`config.mk`:
```
export PLATFORM = sky130hd
export DESIGN_NAME = score_ctrl_flat
export DESIGN_NICKNAME = d
export VERILOG_FILES = /design/src/rtl/score_if.sv /design/src/rtl/score_ctrl.sv /design/src/flat_wrapper.sv
export SDC_FILE = /design/constraint.sdc
export NUM_CORES = 1
export LEC_CHECK = 0
export CAP_MARGIN = 0
export CORE_MARGIN = 3
export CORE_UTILIZATION = 29
export CTS_CLUSTER_SIZE = 14
export DETAILED_ROUTE_END_ITERATION = 8
export PLACE_DENSITY = 0.59
export SLEW_MARGIN = 20
export SYNTH_ARGS = -nofsm -noshare
export SYNTH_HDL_FRONTEND = slang
export SYNTH_SLANG_ARGS = --single-unit
```
`constraint.sdc`:
```
create_clock -name Clk -period 3.5 [get_ports Clk]
set_input_delay 0.875 -clock Clk [delete_from_list [all_inputs] [get_ports Clk]]
set_output_delay 0.875 -clock Clk [all_outputs]
set_load 0.02 [all_outputs]
```
`src/rtl/score_if.sv`:
```
// Score controller bus: hit requests/acks, game control and HUD-facing score outputs.
interface score_if #(
  parameter int unsigned NUM_SRC = 4,
  parameter int unsigned DIGITS  = 3
);
  logic [NUM_SRC-1:0]   hit_req;
  logic [8*NUM_SRC-1:0] hit_pts;
  logic [NUM_SRC-1:0]   hit_ack;
  logic                 game_over;
  logic                 clear_score;
  logic [4*DIGITS-1:0]  score_bcd;
  logic [4*DIGITS-1:0]  hi_bcd;
  logic                 busy;
  logic                 fifo_full;
  logic                 saturated;

  modport master (
    output hit_req, hit_pts, game_over, clear_score,
    input  hit_ack, score_bcd, hi_bcd, busy, fifo_full, saturated
  );

  modport slave (
    input  hit_req, hit_pts, game_over, clear_score,
    output hit_ack, score_bcd, hi_bcd, busy, fifo_full, saturated
  );
endinterface

```
`src/rtl/score_ctrl.sv`:
```
// Score scheduler: round-robin intake of BCD point awards into a small FIFO, digit-serial
// BCD accumulation into the score, saturation at all-9s and high-score latch at game over.
module score_ctrl #(
  parameter int unsigned NUM_SRC    = 4,
  parameter int unsigned FIFO_DEPTH = 4,
  parameter int unsigned DIGITS     = 3
) (
  input  logic   Clk,
  input  logic   reset_n,
  score_if.slave bus
);

  localparam int unsigned PtrW   = (FIFO_DEPTH > 1) ? $clog2(FIFO_DEPTH) : 1;
  localparam int unsigned CntW   = PtrW + 1;
  localparam int unsigned SrcW   = (NUM_SRC > 1) ? $clog2(NUM_SRC) : 1;
  localparam int unsigned IdxW   = (DIGITS > 1) ? $clog2(DIGITS) : 1;
  localparam int unsigned ScoreW = 4 * DIGITS;

  localparam logic [SrcW:0]       NumSrcW   = (SrcW + 1)'(NUM_SRC);
  localparam logic [SrcW-1:0]     LastSrc   = SrcW'(NUM_SRC - 1);
  localparam logic [CntW-1:0]     DepthW    = CntW'(FIFO_DEPTH);
  localparam logic [IdxW-1:0]     LastIdx   = IdxW'(DIGITS - 1);
  localparam logic [ScoreW-1:0]   AllNines  = {DIGITS{4'h9}};

  typedef enum logic [1:0] {StIdle, StAdd, StCommit, StHiscore} state_e;

  state_e              state_q, state_d;
  logic [SrcW-1:0]     rr_q, rr_d;
  logic [PtrW-1:0]     wr_ptr_q, wr_ptr_d;
  logic [PtrW-1:0]     rd_ptr_q, rd_ptr_d;
  logic [CntW-1:0]     cnt_q, cnt_d;
  logic [7:0]          fifo_mem_q [FIFO_DEPTH];
  logic [7:0]          addend_q, addend_d;
  logic [IdxW-1:0]     idx_q, idx_d;
  logic                carry_q, carry_d;
  logic [ScoreW-1:0]   work_q, work_d;
  logic [ScoreW-1:0]   score_q, score_d;
  logic [ScoreW-1:0]   hi_q, hi_d;
  logic                sat_q, sat_d;
  logic                hi_done_q, hi_done_d;

  logic                fifo_full;
  logic                fifo_empty;
  logic                grant_vld;
  logic [SrcW-1:0]     grant_idx;
  logic [SrcW:0]       cand_sum;
  logic [SrcW-1:0]     cand;
  logic                push;
  logic                pop;
  logic [7:0]          pts_raw;
  logic [7:0]          push_data;
  logic [3:0]          add_digit;
  logic [4:0]          digit_sum;

  assign fifo_full  = (cnt_q == DepthW);
  assign fifo_empty = (cnt_q == '0);

  // Round-robin search starting at rr_q; first requester found wins.
  always_comb begin
    grant_vld = 1'b0;
    grant_idx = '0;
    cand_sum  = '0;
    cand      = '0;
    for (int unsigned k = 0; k < NUM_SRC; k++) begin
      cand_sum = {1'b0, rr_q} + (SrcW + 1)'(k);
      if (cand_sum >= NumSrcW) begin
        cand_sum = cand_sum - NumSrcW;
      end
      cand = cand_sum[SrcW-1:0];
      if (!grant_vld && bus.hit_req[cand]) begin
        grant_vld = 1'b1;
        grant_idx = cand;
      end
    end
  end

  // Grant qualification, ack pulse, digit clamping of the pushed award and pointer advance.
  always_comb begin
    push        = grant_vld && !fifo_full && !bus.game_over && !bus.clear_score;
    bus.hit_ack = '0;
    if (push) begin
      bus.hit_ack[grant_idx] = 1'b1;
    end
    pts_raw   = bus.hit_pts[{grant_idx, 3'b000} +: 8];
    push_data = {(pts_raw[7:4] > 4'd9) ? 4'd9 : pts_raw[7:4],
                 (pts_raw[3:0] > 4'd9) ? 4'd9 : pts_raw[3:0]};
    rr_d = rr_q;
    if (push) begin
      rr_d = (grant_idx == LastSrc) ? '0 : grant_idx + SrcW'(1);
    end
  end

  // FIFO bookkeeping; a clear flushes everything regardless of push/pop.
  always_comb begin
    wr_ptr_d = push ? wr_ptr_q + PtrW'(1) : wr_ptr_q;
    rd_ptr_d = pop  ? rd_ptr_q + PtrW'(1) : rd_ptr_q;
    unique case ({push, pop})
      2'b10:   cnt_d = cnt_q + CntW'(1);
      2'b01:   cnt_d = cnt_q - CntW'(1);
      default: cnt_d = cnt_q;
    endcase
    if (bus.clear_score) begin
      wr_ptr_d = '0;
      rd_ptr_d = '0;
      cnt_d    = '0;
    end
  end

  // Award storage; contents beyond the valid window are don't-care so no reset is needed.
  always_ff @(posedge Clk) begin
    if (push) begin
      fifo_mem_q[wr_ptr_q] <= push_data;
    end
  end

  // Scheduler FSM next-state: pop, per-digit BCD add into the shadow sum, commit, hiscore.
  always_comb begin
    state_d   = state_q;
    addend_d  = addend_q;
    idx_d     = idx_q;
    carry_d   = carry_q;
    work_d    = work_q;
    score_d   = score_q;
    hi_d      = hi_q;
    sat_d     = sat_q;
    hi_done_d = hi_done_q;
    pop       = 1'b0;
    add_digit = '0;
    digit_sum = '0;

    unique case (state_q)
      StIdle: begin
        if (!fifo_empty) begin
          pop      = 1'b1;
          addend_d = fifo_mem_q[rd_ptr_q];
          idx_d    = '0;
          carry_d  = 1'b0;
          state_d  = StAdd;
        end else if (bus.game_over && !hi_done_q) begin
          state_d = StHiscore;
        end
      end
      StAdd: begin
        // Awards carry only two digits; upper digits add zero plus carry.
        if (idx_q == IdxW'(0)) begin
          add_digit = addend_q[3:0];
        end else if (idx_q == IdxW'(1)) begin
          add_digit = addend_q[7:4];
        end
        digit_sum = {1'b0, score_q[{idx_q, 2'b00} +: 4]} + {1'b0, add_digit} + {4'b0000, carry_q};
        if (digit_sum > 5'd9) begin
          work_d[{idx_q, 2'b00} +: 4] = 4'(digit_sum - 5'd10);
          carry_d                     = 1'b1;
        end else begin
          work_d[{idx_q, 2'b00} +: 4] = digit_sum[3:0];
          carry_d                     = 1'b0;
        end
        if (idx_q == LastIdx) begin
          state_d = StCommit;
        end else begin
          idx_d = idx_q + IdxW'(1);
        end
      end
      StCommit: begin
        if (carry_q) begin
          score_d = AllNines;
          sat_d   = 1'b1;
        end else begin
          score_d = work_q;
        end
        state_d = (bus.game_over && fifo_empty) ? StHiscore : StIdle;
      end
      StHiscore: begin
        // Digits are all <=9, so binary compare equals BCD magnitude compare.
        if (score_q > hi_q) begin
          hi_d = score_q;
        end
        hi_done_d = 1'b1;
        state_d   = StIdle;
      end
      default: state_d = StIdle;
    endcase

    if (!bus.game_over) begin
      hi_done_d = 1'b0;
    end

    if (bus.clear_score) begin
      state_d   = StIdle;
      score_d   = '0;
      sat_d     = 1'b0;
      hi_done_d = 1'b0;
      carry_d   = 1'b0;
      idx_d     = '0;
    end
  end

  // State registers; reset clears everything, dropping any add in progress.
  always_ff @(posedge Clk or negedge reset_n) begin
    if (!reset_n) begin
      state_q   <= StIdle;
      rr_q      <= '0;
      wr_ptr_q  <= '0;
      rd_ptr_q  <= '0;
      cnt_q     <= '0;
      addend_q  <= '0;
      idx_q     <= '0;
      carry_q   <= 1'b0;
      work_q    <= '0;
      score_q   <= '0;
      hi_q      <= '0;
      sat_q     <= 1'b0;
      hi_done_q <= 1'b0;
    end else begin
      state_q   <= state_d;
      rr_q      <= rr_d;
      wr_ptr_q  <= wr_ptr_d;
      rd_ptr_q  <= rd_ptr_d;
      cnt_q     <= cnt_d;
      addend_q  <= addend_d;
      idx_q     <= idx_d;
      carry_q   <= carry_d;
      work_q    <= work_d;
      score_q   <= score_d;
      hi_q      <= hi_d;
      sat_q     <= sat_d;
      hi_done_q <= hi_done_d;
    end
  end

  // Registered outputs to the HUD plus status flags.
  always_comb begin
    bus.score_bcd = score_q;
    bus.hi_bcd    = hi_q;
    bus.saturated = sat_q;
    bus.fifo_full = fifo_full;
    bus.busy      = (state_q != StIdle) || !fifo_empty;
  end

endmodule

```
`src/flat_wrapper.sv`:
```
// flat-port wrapper written by rule: the top's interface ports become plain ports
module score_ctrl_flat 
#(
  parameter int unsigned NUM_SRC    = 4,
  parameter int unsigned FIFO_DEPTH = 4,
  parameter int unsigned DIGITS     = 3
)
  (Clk, reset_n, bus_hit_req, bus_hit_pts, bus_game_over, bus_clear_score, bus_hit_ack, bus_score_bcd, bus_hi_bcd, bus_busy, bus_fifo_full, bus_saturated);
  score_if #(.NUM_SRC(NUM_SRC), .DIGITS(DIGITS)) bus_i ();
  input  logic Clk;
  input  logic reset_n;
  input wire logic [$bits(bus_i.hit_req)-1:0] bus_hit_req;
  input wire logic [$bits(bus_i.hit_pts)-1:0] bus_hit_pts;
  input wire logic [$bits(bus_i.game_over)-1:0] bus_game_over;
  input wire logic [$bits(bus_i.clear_score)-1:0] bus_clear_score;
  output wire logic [$bits(bus_i.hit_ack)-1:0] bus_hit_ack;
  output wire logic [$bits(bus_i.score_bcd)-1:0] bus_score_bcd;
  output wire logic [$bits(bus_i.hi_bcd)-1:0] bus_hi_bcd;
  output wire logic [$bits(bus_i.busy)-1:0] bus_busy;
  output wire logic [$bits(bus_i.fifo_full)-1:0] bus_fifo_full;
  output wire logic [$bits(bus_i.saturated)-1:0] bus_saturated;
  assign bus_i.hit_req = bus_hit_req;
  assign bus_i.hit_pts = bus_hit_pts;
  assign bus_i.game_over = bus_game_over;
  assign bus_i.clear_score = bus_clear_score;
  assign bus_hit_ack = bus_i.hit_ack;
  assign bus_score_bcd = bus_i.score_bcd;
  assign bus_hi_bcd = bus_i.hi_bcd;
  assign bus_busy = bus_i.busy;
  assign bus_fifo_full = bus_i.fifo_full;
  assign bus_saturated = bus_i.saturated;
  score_ctrl #(.NUM_SRC(NUM_SRC), .FIFO_DEPTH(FIFO_DEPTH), .DIGITS(DIGITS)) u_core (.Clk(Clk), .reset_n(reset_n), .bus(bus_i));
endmodule
```
==> results of run 1 <==
## cells in the mapped netlist, drive strengths merged, types with 8 or more instances
library cell	instances	area share, %
a21oi	16	1.7
nand2	52	3.9
mux4	8	3.6
dfrtp	60	30
nor3	17	2.0
mux2i	14	2.8
ha	28	7.0
o21ai	15	1.5
and2	10	1.4
a22o	10	1.8
nor2	27	2.4
inv	27	2.1
nand3	15	1.5
mux2	17	3.9
edfxtp	32	19
clkbuf	11	0.83
## worst min-delay path by stage
stage | start | end | slack (ns) | cells after the start
2_1_floorplan | u_core.work_q[1] | u_core.work_q[1] | 0.44 | 2
3_3_place_gp | u_core.addend_q[2] | u_core.addend_q[2] | 0.46 | 2
3_5_place_dp | u_core.addend_q[0] | u_core.addend_q[0] | 0.47 | 2
4_1_cts | u_core.addend_q[0] | u_core.addend_q[0] | 0.49 | 2
5_1_grt | u_core.addend_q[3] | u_core.addend_q[3] | 0.51 | 2
6_report | u_core.addend_q[0] | u_core.addend_q[0] | 0.48 | 2
## worst register-to-register path, stage by stage (launching register included)
cell and delay (ns):
dfrtp_1 0.37, buf_4 0.20, ha_1 0.20, nor2b_1 0.14
a22o_1 0.22, fa_1 0.40, inv_1 0.09, fa_1 0.48
ha_1 0.25, a31oi_1 0.18, a21oi_2 0.12, xnor2_1 0.32
o31ai_1 0.13
## power breakdown
| part | switching [µW] | internal (µW) | leakage (µW) |
|---|---|---|---|
| registers | 187 | 1360 | 0.00110 |
| clock network | 398 | 521 | 0.000142 |
| logic | 994 | 855 | 0.00141 |
| total | 1580 | 2730 | 0.00265 |
## per-stage QoR
| step | total power (µW) | cell area, µm² | cells |
|---|---|---|---|
| 5_1_grt | 4630 | 6380 | 761 |
| 6_report | 4310 | 6380 | 761 |
| 4_1_cts | 4340 | 6370 | 761 |
| 3_3_place_gp | 3330 | 6080 | 745 |
| 3_5_place_dp | 3410 | 6080 | 745 |
| 2_1_floorplan | 2820 | 5000 | 446 |
## sequential cells by signal, indices dropped and copies added, names as in the netlist, named ones only
register	cells
u_core.state_q	2
u_core.wr_ptr_q	2
u_core.idx_q	2
u_core.addend_q	8
u_core.bus.saturated	1
u_core.rd_ptr_q	2
u_core.rr_q	2
u_core.hi_done_q	1
u_core.carry_q	1
u_core.cnt_q	3
u_core.bus.hi_bcd	12
u_core.fifo_mem_q	32
u_core.work_q	9
u_core.bus.score_bcd	12
## layout by cell type (no fill, tap or decap), types with 3 or more instances in the layout
cell,instances
mux2_2,16
a22o_1,10
inv_1,26
or3_1,5
nand3_1,15
ha_1,27
clkbuf_16,9
and3_1,3
buf_4,25
clkdlybuf4s50_1,63
fa_1,3
a21oi_1,15
nor3b_1,3
dfrtp_1,60
nand2_1,52
o31ai_1,4
mux4_2,8
nor2b_1,7
edfxtp_1,32
nand2b_1,5
xnor2_1,7
o21ai_0,15
a21o_1,7
nand3b_1,6
mux2i_1,13
nor3_1,15
and2_1,8
nand4_1,3
nor2_1,26
## layer usage
metal | part of all wire [%] | routed length, µm
met5 | 0 | 0
met4 | 1.8 | 194
met3 | 5.6 | 615
met2 | 50 | 5450
met1 | 43 | 4710
## cell type report
| cell class | instances | area [µm²] | area share (%) |
|---|---|---|---|
| Clock buffer | 11 | 253 | 3.96 |
| Tap cell | 220 | 275 | 4.31 |
| Sequential cell | 92 | 2460 | 38.6 |
| Multi-Input combinational cell | 311 | 2370 | 37.2 |
| Timing Repair Buffer | 95 | 883 | 13.8 |
| Inverter | 27 | 104 | 1.63 |
| Clock inverter | 5 | 35.0 | 0.549 |
## logic make-up after synthesis
family | Yosys count | share of synthesized area, %
mux | 39 | 10.3
xor+xnor | 9 | 1.58
fa+ha+maj | 31 | 8.21
buf+inv | 43 | 3.65
simple gates | 158 | 16.3
flops | 92 | 49.3
compound gates | 74 | 10.7
## repair_timing
action                                  CTS  global route
gates resized for setup                  11             4
pin swaps                                 1             0
endpoints found under the setup margin    4             8
==> results.cfg, run 1 <==
[logic_synthesis]
synthArstFlopShare_pct = 65.2
synth-seq-area-share_pct = 49.3
synth_cells = 446
syn_area_um2 = 5000
synth_cell_type_count = 58
syn_nets = 517
yosysWarnings = 0
synth_edf_count = 32
ys.flop_type = dfrtp_1
synth.avg_cell_area_um2 = 11.2
ys_ff_latch = 92

[grt]
grt_use_total_pct = 12.3
grt_use_met2_pct = 21.5
grt_use_met3_pct = 3.80
grt_pass1_vias = 3787
grt_use_met1_pct = 14.5
grt_max_degree = 28
grt_busiest_layer = met2
antenna_found_initial = 0
grt_overflow = 0
grt_pass1_wl_um = 18400

[timing]
max_slew_margin_pct = 47.0
finalCritPeriodShare_pct = 98.0
fin_crit_ns = 3.43
setup_viol = 0
tightestPinTransition_ns = 0.793
fin_worst_skew_ns = 0.00367
final_max_slew_viol_count = 0
finalHoldViolCount = 0
worst_slack_ns = 0.0717
holdWs_ns = 0.481
tns_ns = 0
fmax_mhz = 292

[critical_path]
end_kind = output port
critPathMaxStageDelay_ns = 0.47
cp_num_buf_inv = 3
worst-setup-path-type = in -> out
r2r_slack_ns = 0.27
rr_startpoint = u_core.idx_q[0]
cp-start-kind = input pin
cp-endpoint = bus_hit_ack[1]
cp_max_fo = 4
worstPathCellList = clkdlybuf4s50_1, nand2b_4, o211a_4, nor2_8, inv_1, ha_1, and2_1, clkdlybuf4s15_1
cp_top_family = buffers and inverters
timing.rr.end = u_core.work_q[9]
worstSetupStartpoint = bus_hit_req[1]
path_depth = 8
critical_path_required_ns = 2.62
r2r_cells = 12
worst_path_max_delay_cell = clkdlybuf4s50_1
critPathArrivalTime_ns = 2.55

[clock_network]
cts_setup_buffers = 0
hold_buffers = 0
cts-htree-levels = 3
cts_tree = done
clk_path_buf_depth = 2
cts.clk_slew.worst_paths_ns = 0.06
clock_latency_ns = 0.34
cts_sinks = 92
numCtsBuffers = 9
root_buffer = clkbuf_16

[floorplan]
core_um2 = 16700
die-height_um = 137
fp.dieW_um = 137
initial_core_util_pct = 29.9
fp-row-count = 47
ios = 71
fp.dieArea_um2 = 18800

[power_and_ir_drop]
vdd_drop_max_mv = 0.343
power_density_nw_per_um2 = 675
leakage_uw = 0.00265

[layout]
post_route_cells_drive_above_1_share_pct = 16.3
post-route-util_pct = 38.2
syn_to_final_growth_pct = 27.7
n_fill_cell = 1605
insertedDiodeCount = 0
fin_nets = 607

[routing]
vias = 3645
drtIter0Drc = 165
dr.pass1.iters = 4
wl_per_cell_um = 14.4
post-route-drc-count = 0
drt_wl_total_um = 11000
ant_nets = 0
routed_via_density = 4.79

[run]
drv_cap = 0

[status]
status = finished clean

[placed_design]
numPortBuffers = 70
routabilityCongestion = 0.810
post-dp-hpwl_um = 8330
pre_cts_ws_ns = -0.277

[worst_hold_path]
worst_hold_path_type = reg -> reg
Power figures use the tool's default switching activity.
==> inputs of run 2 (changes only) <==
- CELL_PAD_IN_SITES_DETAIL_PLACEMENT: unset -> 2
- CELL_PAD_IN_SITES_GLOBAL_PLACEMENT: unset -> 2
- GPL_TIMING_DRIVEN: unset -> 0
- PLACE_DENSITY: 0.59 -> 0.78
==> run 2 against run 1 <==
  * Sequential cell count stayed put
  * Count of clock-buffer cells in the layout down 2
  * Clock skew grew 0.0064 ns
  * Sequential power is essentially flat
  * First-iteration DRC count up 0.61%
  * Setup slack gained 0.035 ns
==> results.cfg, run 2 (synthesized netlist as in run 1, its figures left out) <==
[routing]
drt_wl_total_um = 13900
dr.pass1.iters = 4
drtIter0Drc = 166
vias = 3788
wl_per_cell_um = 18.3
post-route-drc-count = 0
ant_nets = 0
routed_via_density = 4.99

[critical_path]
critPathMaxStageDelay_ns = 0.31
timing.rr.end = u_core.work_q[5]
cp-start-kind = input pin
cp_max_fo = 11
r2r_slack_ns = 0.28
rr_startpoint = u_core.idx_q[1]
end_kind = output port
critical_path_required_ns = 2.62
worstSetupStartpoint = bus_hit_req[0]
cp-endpoint = bus_hit_ack[3]
worst_path_max_delay_cell = clkdlybuf4s15_1
worstPathCellList = dlygate4sd2_1, and2_4, o211a_4, nor2_8, buf_12, ha_1, and2_1, clkdlybuf4s15_1
worst-setup-path-type = in -> out
critPathArrivalTime_ns = 2.52
r2r_cells = 12

[clock_network]
cts.clk_slew.worst_paths_ns = 0.07
numCtsBuffers = 9
cts_tree = done
clock_latency_ns = 0.35
cts_sinks = 92
clk_path_buf_depth = 2
hold_buffers = 0
cts-htree-levels = 3
root_buffer = clkbuf_16

[grt]
grt_max_degree = 52
grt_pass1_vias = 4282
grt_use_total_pct = 15.8
grt_overflow = 0
grt_pass1_wl_um = 23200
antenna_found_initial = 0

[floorplan]
initial_core_util_pct = 29.9
fp-row-count = 47
die-height_um = 137
fp.dieW_um = 137
ios = 71
core_um2 = 16700
fp.dieArea_um2 = 18800

[timing]
fmax_mhz = 295
finalHoldViolCount = 0
holdWs_ns = 0.357
worst_slack_ns = 0.107
tightestPinTransition_ns = 0.686
setup_viol = 0
rsz0062_at_grt = no
max_slew_margin_pct = 54.2
finalCritPeriodShare_pct = 96.9
final_max_slew_viol_count = 0
fin_crit_ns = 3.39
fin_worst_skew_ns = 0.0101

[status]
status = finished clean

[power_and_ir_drop]
p_total_uw = 4490
power_density_nw_per_um2 = 705
vdd_drop_max_mv = 0.243
leakage_uw = 0.00261

[placed_design]
dp_cells = 736
routabilityCongestion = 0.776
pre_cts_ws_ns = -0.716
post-dp-hpwl_um = 10600
numPortBuffers = 69

[layout]
largest_register_ffs = 32
final_cell_mix = clkdlybuf4s50_1 (60), dfrtp_1 (58), nand2_1 (52), edfxtp_1 (32), ha_1 (27)
syn_to_final_growth_pct = 27.5
final_common_cell = clkdlybuf4s50_1
top_register = u_core.fifo_mem_q
fin_nets = 605
insertedDiodeCount = 0
post-route-util_pct = 38.2
fin_cells = 759
post_route_cells_drive_above_1_share_pct = 16.0

[worst_hold_path]
worst_hold_path_type = in -> async

[run]
drv_cap = 0
[run 2: timing repair]
action | in CTS | in global routing
cloned | 0 | 0
buffers inserted | 3 | 4
pin swaps | 2 | 2
setup endpoints to repair | 11 | 10
resized for setup | 22 | 15
[run 2: layout make-up]
cell class / count / area, µm²
fill: 1772 / 10300
inverter: 27 / 104
tap: 220 / 275
buffer: 16 / 83.8
sequential: 92 / 2460
clock inverter: 7 / 50.0
multi-input combinational: 311 / 2410
timing repair buffer: 77 / 763
clock buffer: 9 / 225
[run 2: worst min path at each step]
stage | from | to | cells past startpoint
2_1_floorplan | u_core.work_q[1] | u_core.work_q[1] | 2
3_3_place_gp | u_core.addend_q[2] | u_core.addend_q[2] | 2
3_5_place_dp | u_core.addend_q[0] | u_core.addend_q[0] | 2
4_1_cts | reset_n | u_core.bus.hi_bcd[10] | 1
5_1_grt | reset_n | u_core.bus.hi_bcd[10] | 1
6_report | reset_n | u_core.bus.hi_bcd[10] | 1
[run 2: metal layers]
layer / vias up / GRT usage (%) / wire length (µm)
li1: 1773 / - / -
met1: 1911 / 19.6 / 6080
met2: 87 / 27.4 / 6950
met3: 17 / 3.62 / 611
met4: 0 / 4.43 / 218
met5: - / 0 / 0
[run 2: worst max-delay path: cells and delay by family]
family                   cells  cell delay (ns)
adder cells (fa/ha/maj)      1             0.13
AO/OA/AOI/OAI                1             0.30
AND/OR/NAND/NOR              3             0.48
buffers and inverters        3             0.73
[run 2: power breakdown]
part / total (µW) / internal, µW / leakage (µW) / switching [µW]
Sequential: 1520 / 1360 / 0.00110 / 159
Clock: 926 / 483 / 0.000121 / 444
Combinational: 2050 / 909 / 0.00139 / 1140
Total: 4490 / 2750 / 0.00261 / 1750
[run 2: per-stage QoR]
step,area (µm²),TNS [ns]
finish,6370,0
global route,6370,0
CTS,6330,0
detailed placement,5990,-4.70
global placement,5960,-30.12
floorplan,5000,0
==> RTL change 1, RTL diff (settings of run 1) <==
`FIFO_DEPTH` is set to 4 in 2 places; all go to 8.
--- a/src/rtl/score_ctrl.sv
+++ b/src/rtl/score_ctrl.sv
@@ -3,5 +3,5 @@
 module score_ctrl #(
   parameter int unsigned NUM_SRC    = 4,
-  parameter int unsigned FIFO_DEPTH = 4,
+  parameter int unsigned FIFO_DEPTH = 8,
   parameter int unsigned DIGITS     = 3
 ) (
--- a/src/flat_wrapper.sv
+++ b/src/flat_wrapper.sv
@@ -3,5 +3,5 @@
 #(
   parameter int unsigned NUM_SRC    = 4,
-  parameter int unsigned FIFO_DEPTH = 4,
+  parameter int unsigned FIFO_DEPTH = 8,
   parameter int unsigned DIGITS     = 3
 )
Function: changed (a bounded check fails within 10 cycles, from zero or initial values and one cycle with reset_n low).
==> RTL change 1 against run 1 <==
Power up 40%; critical path type unchanged; utilization rose by 0.16 points; sequential share of layout area up 4.1 points; sequential cell count rose by 35; hold slack got worse by 0.11 ns; synthesized area increased by 28%; via count up 19%; worst setup slack better by 0.028 ns; synthesized cell count up 14%; design area is 28% higher; routed wire length up 25%; first-iteration DRC count increased by 25%; register-to-register slack worse by 0.07 ns; largest cell class unchanged.
==> RTL change 1: results (changes against run 1) <==
synth:
  ys_seq_area_frac: 0.5459  # +0.05326
  synth_flop_cell: "edfxtp_1"
  synth_edf_count: 64  # +100%
  synth_commonest_cells: "edfxtp_1, dfrtp_1, nand2_1"
  postSynthAreaPerCell_um2: 12.59  # +12%
  synth_area_leaders: "edfxtp_1, dfrtp_1, mux4_2"
clock_tree:
  cts.htree.levels: 4  # +1
layout:
  multi_input_area_um2: 2738  # +15%
  largest_reg_flops: 64  # +100%
  fin_cells: 901  # +18%
  nets: 684  # +13%
  fillerInstances: 2058  # +28%
critical_path:
  r2r-end: "u_core.work_q[1]$_DFFE_PN0P_"
  r2r_slack_ns: 0.20  # -0.07 ns
route:
  drt-met1-wl_mm: 6.006  # +27%
  wl_met3_um: 704  # +14%
  viasPerCell: 4.804  # +0.29%
global_routing:
  grt_usage: 0.1204  # -0.002470
  met3_usage: 0.03386  # -0.004128
  grt_max_degree: 47  # +68%
  grtUsageMet2: 0.2103  # -0.004712
pwr:
  cellLeakagePower_uw: 0.003247  # +23%
placed_design:
  dpl.cell_count: 869  # +17%
timing:
  holdWs_ns: 0.3751  # -0.1055 ns
worst_hold_path:
  hold_path.class: "primary input to asynchronous set/reset pin"
status:
  status: "finished clean"
[RTL change 1: logic make-up after synthesis]
logic type,Yosys count,share of synthesized area
flops,127,0.5459
simple gates,150,0.1162
xor+xnor,10,0.01367
fa+ha+maj,31,0.06404
compound gates,93,0.1072
mux,56,0.1232
buf+inv,42,0.02987
[RTL change 1: what timing repair did]
item                                    in CTS  in global routing
endpoints found under the setup margin       4                  8
pin swaps                                    0                  1
setup buffers                                0                  0
gates resized for setup                      7                  6
hold buffers                                 0                  0
endpoints found under the hold margin        0                  0
[RTL change 1: final cells by class]
cell class,count,share of cell area
Multi-Input combinational cell,340,0.3339
Clock inverter,15,0.01847
Tap cell,275,0.04197
Sequential cell,127,0.4267
Inverter,22,0.01068
Clock buffer,17,0.05189
Timing Repair Buffer,105,0.1163
[RTL change 1: report_power, final]
group          internal, µW  switching, µW  leakage [µW]
registers              1890            231       0.00143
clock network          1000            704      0.000286
logic                  1010           1170       0.00153
==> RTL change 2, RTL diff (flow settings as in run 1) <==
Made on the original files. The 4 states of `state_e` get a one-hot encoding in 4 bits.
--- a/src/rtl/score_ctrl.sv
+++ b/src/rtl/score_ctrl.sv
@@ -23,5 +23,5 @@
   localparam logic [ScoreW-1:0]   AllNines  = {DIGITS{4'h9}};
 
-  typedef enum logic [1:0] {StIdle, StAdd, StCommit, StHiscore} state_e;
+  typedef enum logic [3:0] {StIdle = 4'b0001, StAdd = 4'b0010, StCommit = 4'b0100, StHiscore = 4'b1000} state_e;
 
   state_e              state_q, state_d;
Formal check against the unedited RTL: no difference found for any inputs over 10 cycles, from zero or initial values and one cycle with reset_n low; not proved beyond that.
==> RTL change 2 against run 1 <==
Routed wire length rose by 1.3%; critical path depth up 5; worst setup slack improved by 0.18 ns; clock skew rose by 0.0024 ns; synthesized area grew 3.6%; combinational power is 24% lower; sequential cell count grew 2; design area increased by 3.4%; utilization is 0.34 points lower; power down 11%; first-iteration DRC count is 30% higher; register-to-register slack lost 0.02 ns; hold slack hardly changed; largest cell class unchanged; largest power group is now sequential cells; highest routed layer unchanged.
==> RTL change 2: results (changes against run 1) <==
synth:
  ys_types: 69  # +19%
  muxShareOfSynthArea: 0.1186  # +0.01550
  postSynthAreaPerCell_um2: 11.33  # +1.1%
  synth_area_leaders: "dfrtp_1, edfxtp_1, ha_1"
  ys_seq_area_frac: 0.4854  # -0.007233
  synth_commonest_cells: "dfrtp_1, nand2_1, edfxtp_1"
  synth_compound_area_frac: 0.1073  # +0.0001384
  synth_xor_xnor_area_share: 0.01353  # -0.002240
  async_reset_ff_frac: 0.6596  # +0.007401
critical_path:
  ff2ff_path_depth: 13  # +1
  arrival_ns: 3.52  # +0.97 ns
  r2r_slack_ns: 0.25  # -0.02 ns
  crit_slowest_cell: "dfrtp_1"
  cp_slowest_stage_delay_ns: 0.41  # -0.06 ns
  critPathMaxFanout: 9  # +5
  cp_top_family: "adder cells"
  r2r-end: "u_core.work_q[10]$_DFFE_PN0P_"
global_routing:
  grt_pass1_vias: 4019  # +6.1%
  grt_first_pass_wirelength_mm: 19.21  # +4.3%
route:
  drt-initial-drc-count: 215  # +30%
  vias: 3785  # +3.8%
  post_drt_wl_per_cell_um: 14.20  # -1.5%
placed_design:
  place_congestion: 0.8201  # +1.2%
  dp_slack_ns: -0.3267  # -0.05014 ns
  dpl.cell_count: 764  # +2.6%
timing:
  slew-limit-headroom: 0.4651  # -0.005042
  clock_skew_ns: 0.006078  # +0.002409 ns
pwr:
  ir_drop_mv: 0.3037  # -11%
layout:
  drive_gt1_frac: 0.1918  # +0.02909
  nets: 624  # +2.8%
  fin_cells: 783  # +2.9%
status:
  status: "finished clean"
worst_hold_path:
  min-delay-start: "u_core.work_q[1]$_DFFE_PN0P_"
==> RTL change 2: worst max path at each step <==
stage,startpoint,end,slack (ns),cells after the start
after floorplan,u_core.idx_q[1]$_DFFE_PN0P_,u_core.work_q[1]$_DFFE_PN0P_,0.32,13
after global placement,bus_hit_req[1],bus_hit_ack[0],-0.28,8
after detailed placement,bus_hit_req[2],bus_hit_ack[1],-0.33,8
after CTS,bus_hit_req[2],bus_hit_ack[2],0.002,7
after global routing,u_core.idx_q[0]$_DFFE_PN0P_,u_core.work_q[2]$_DFFE_PN0P_,0.03,12
final,u_core.idx_q[0]$_DFFE_PN0P_,u_core.work_q[10]$_DFFE_PN0P_,0.25,13
==> RTL change 2: power by group through the flow <==
stage	Clock, µW	Combinational, µW	Sequential, µW
2_1_floorplan	0	1040	1460
3_3_place_gp	0	1340	1510
3_5_place_dp	0	1390	1520
4_1_cts	965	1390	1500
5_1_grt	1010	1570	1520
6_report	930	1400	1490
==> RTL change 2: metal layers <==
layer  up-vias  part of all wire  global-route usage
li1       1854                 -                   -
met1      1797              0.45              0.1489
met2       118              0.49              0.2028
met3        16             0.050             0.03265
met4         0             0.016             0.03876
met5         -                 0                   0
==> RTL change 2: timing repair <==
item	CTS	global route
setup endpoints to repair	4	8
hold buffers	0	0
setup buffers	0	3
pin swaps	0	2
resized for setup	9	7
==> RTL change 2: cell type report <==
cell class	count	area, µm²
Inverter	26	97.59
Sequential cell	94	2514
Clock buffer	9	225.2
Tap cell	225	281.5
Fill cell	1683	10820
Clock inverter	7	55.05
Multi-Input combinational cell	320	2484
Timing Repair Buffer	102	942.2
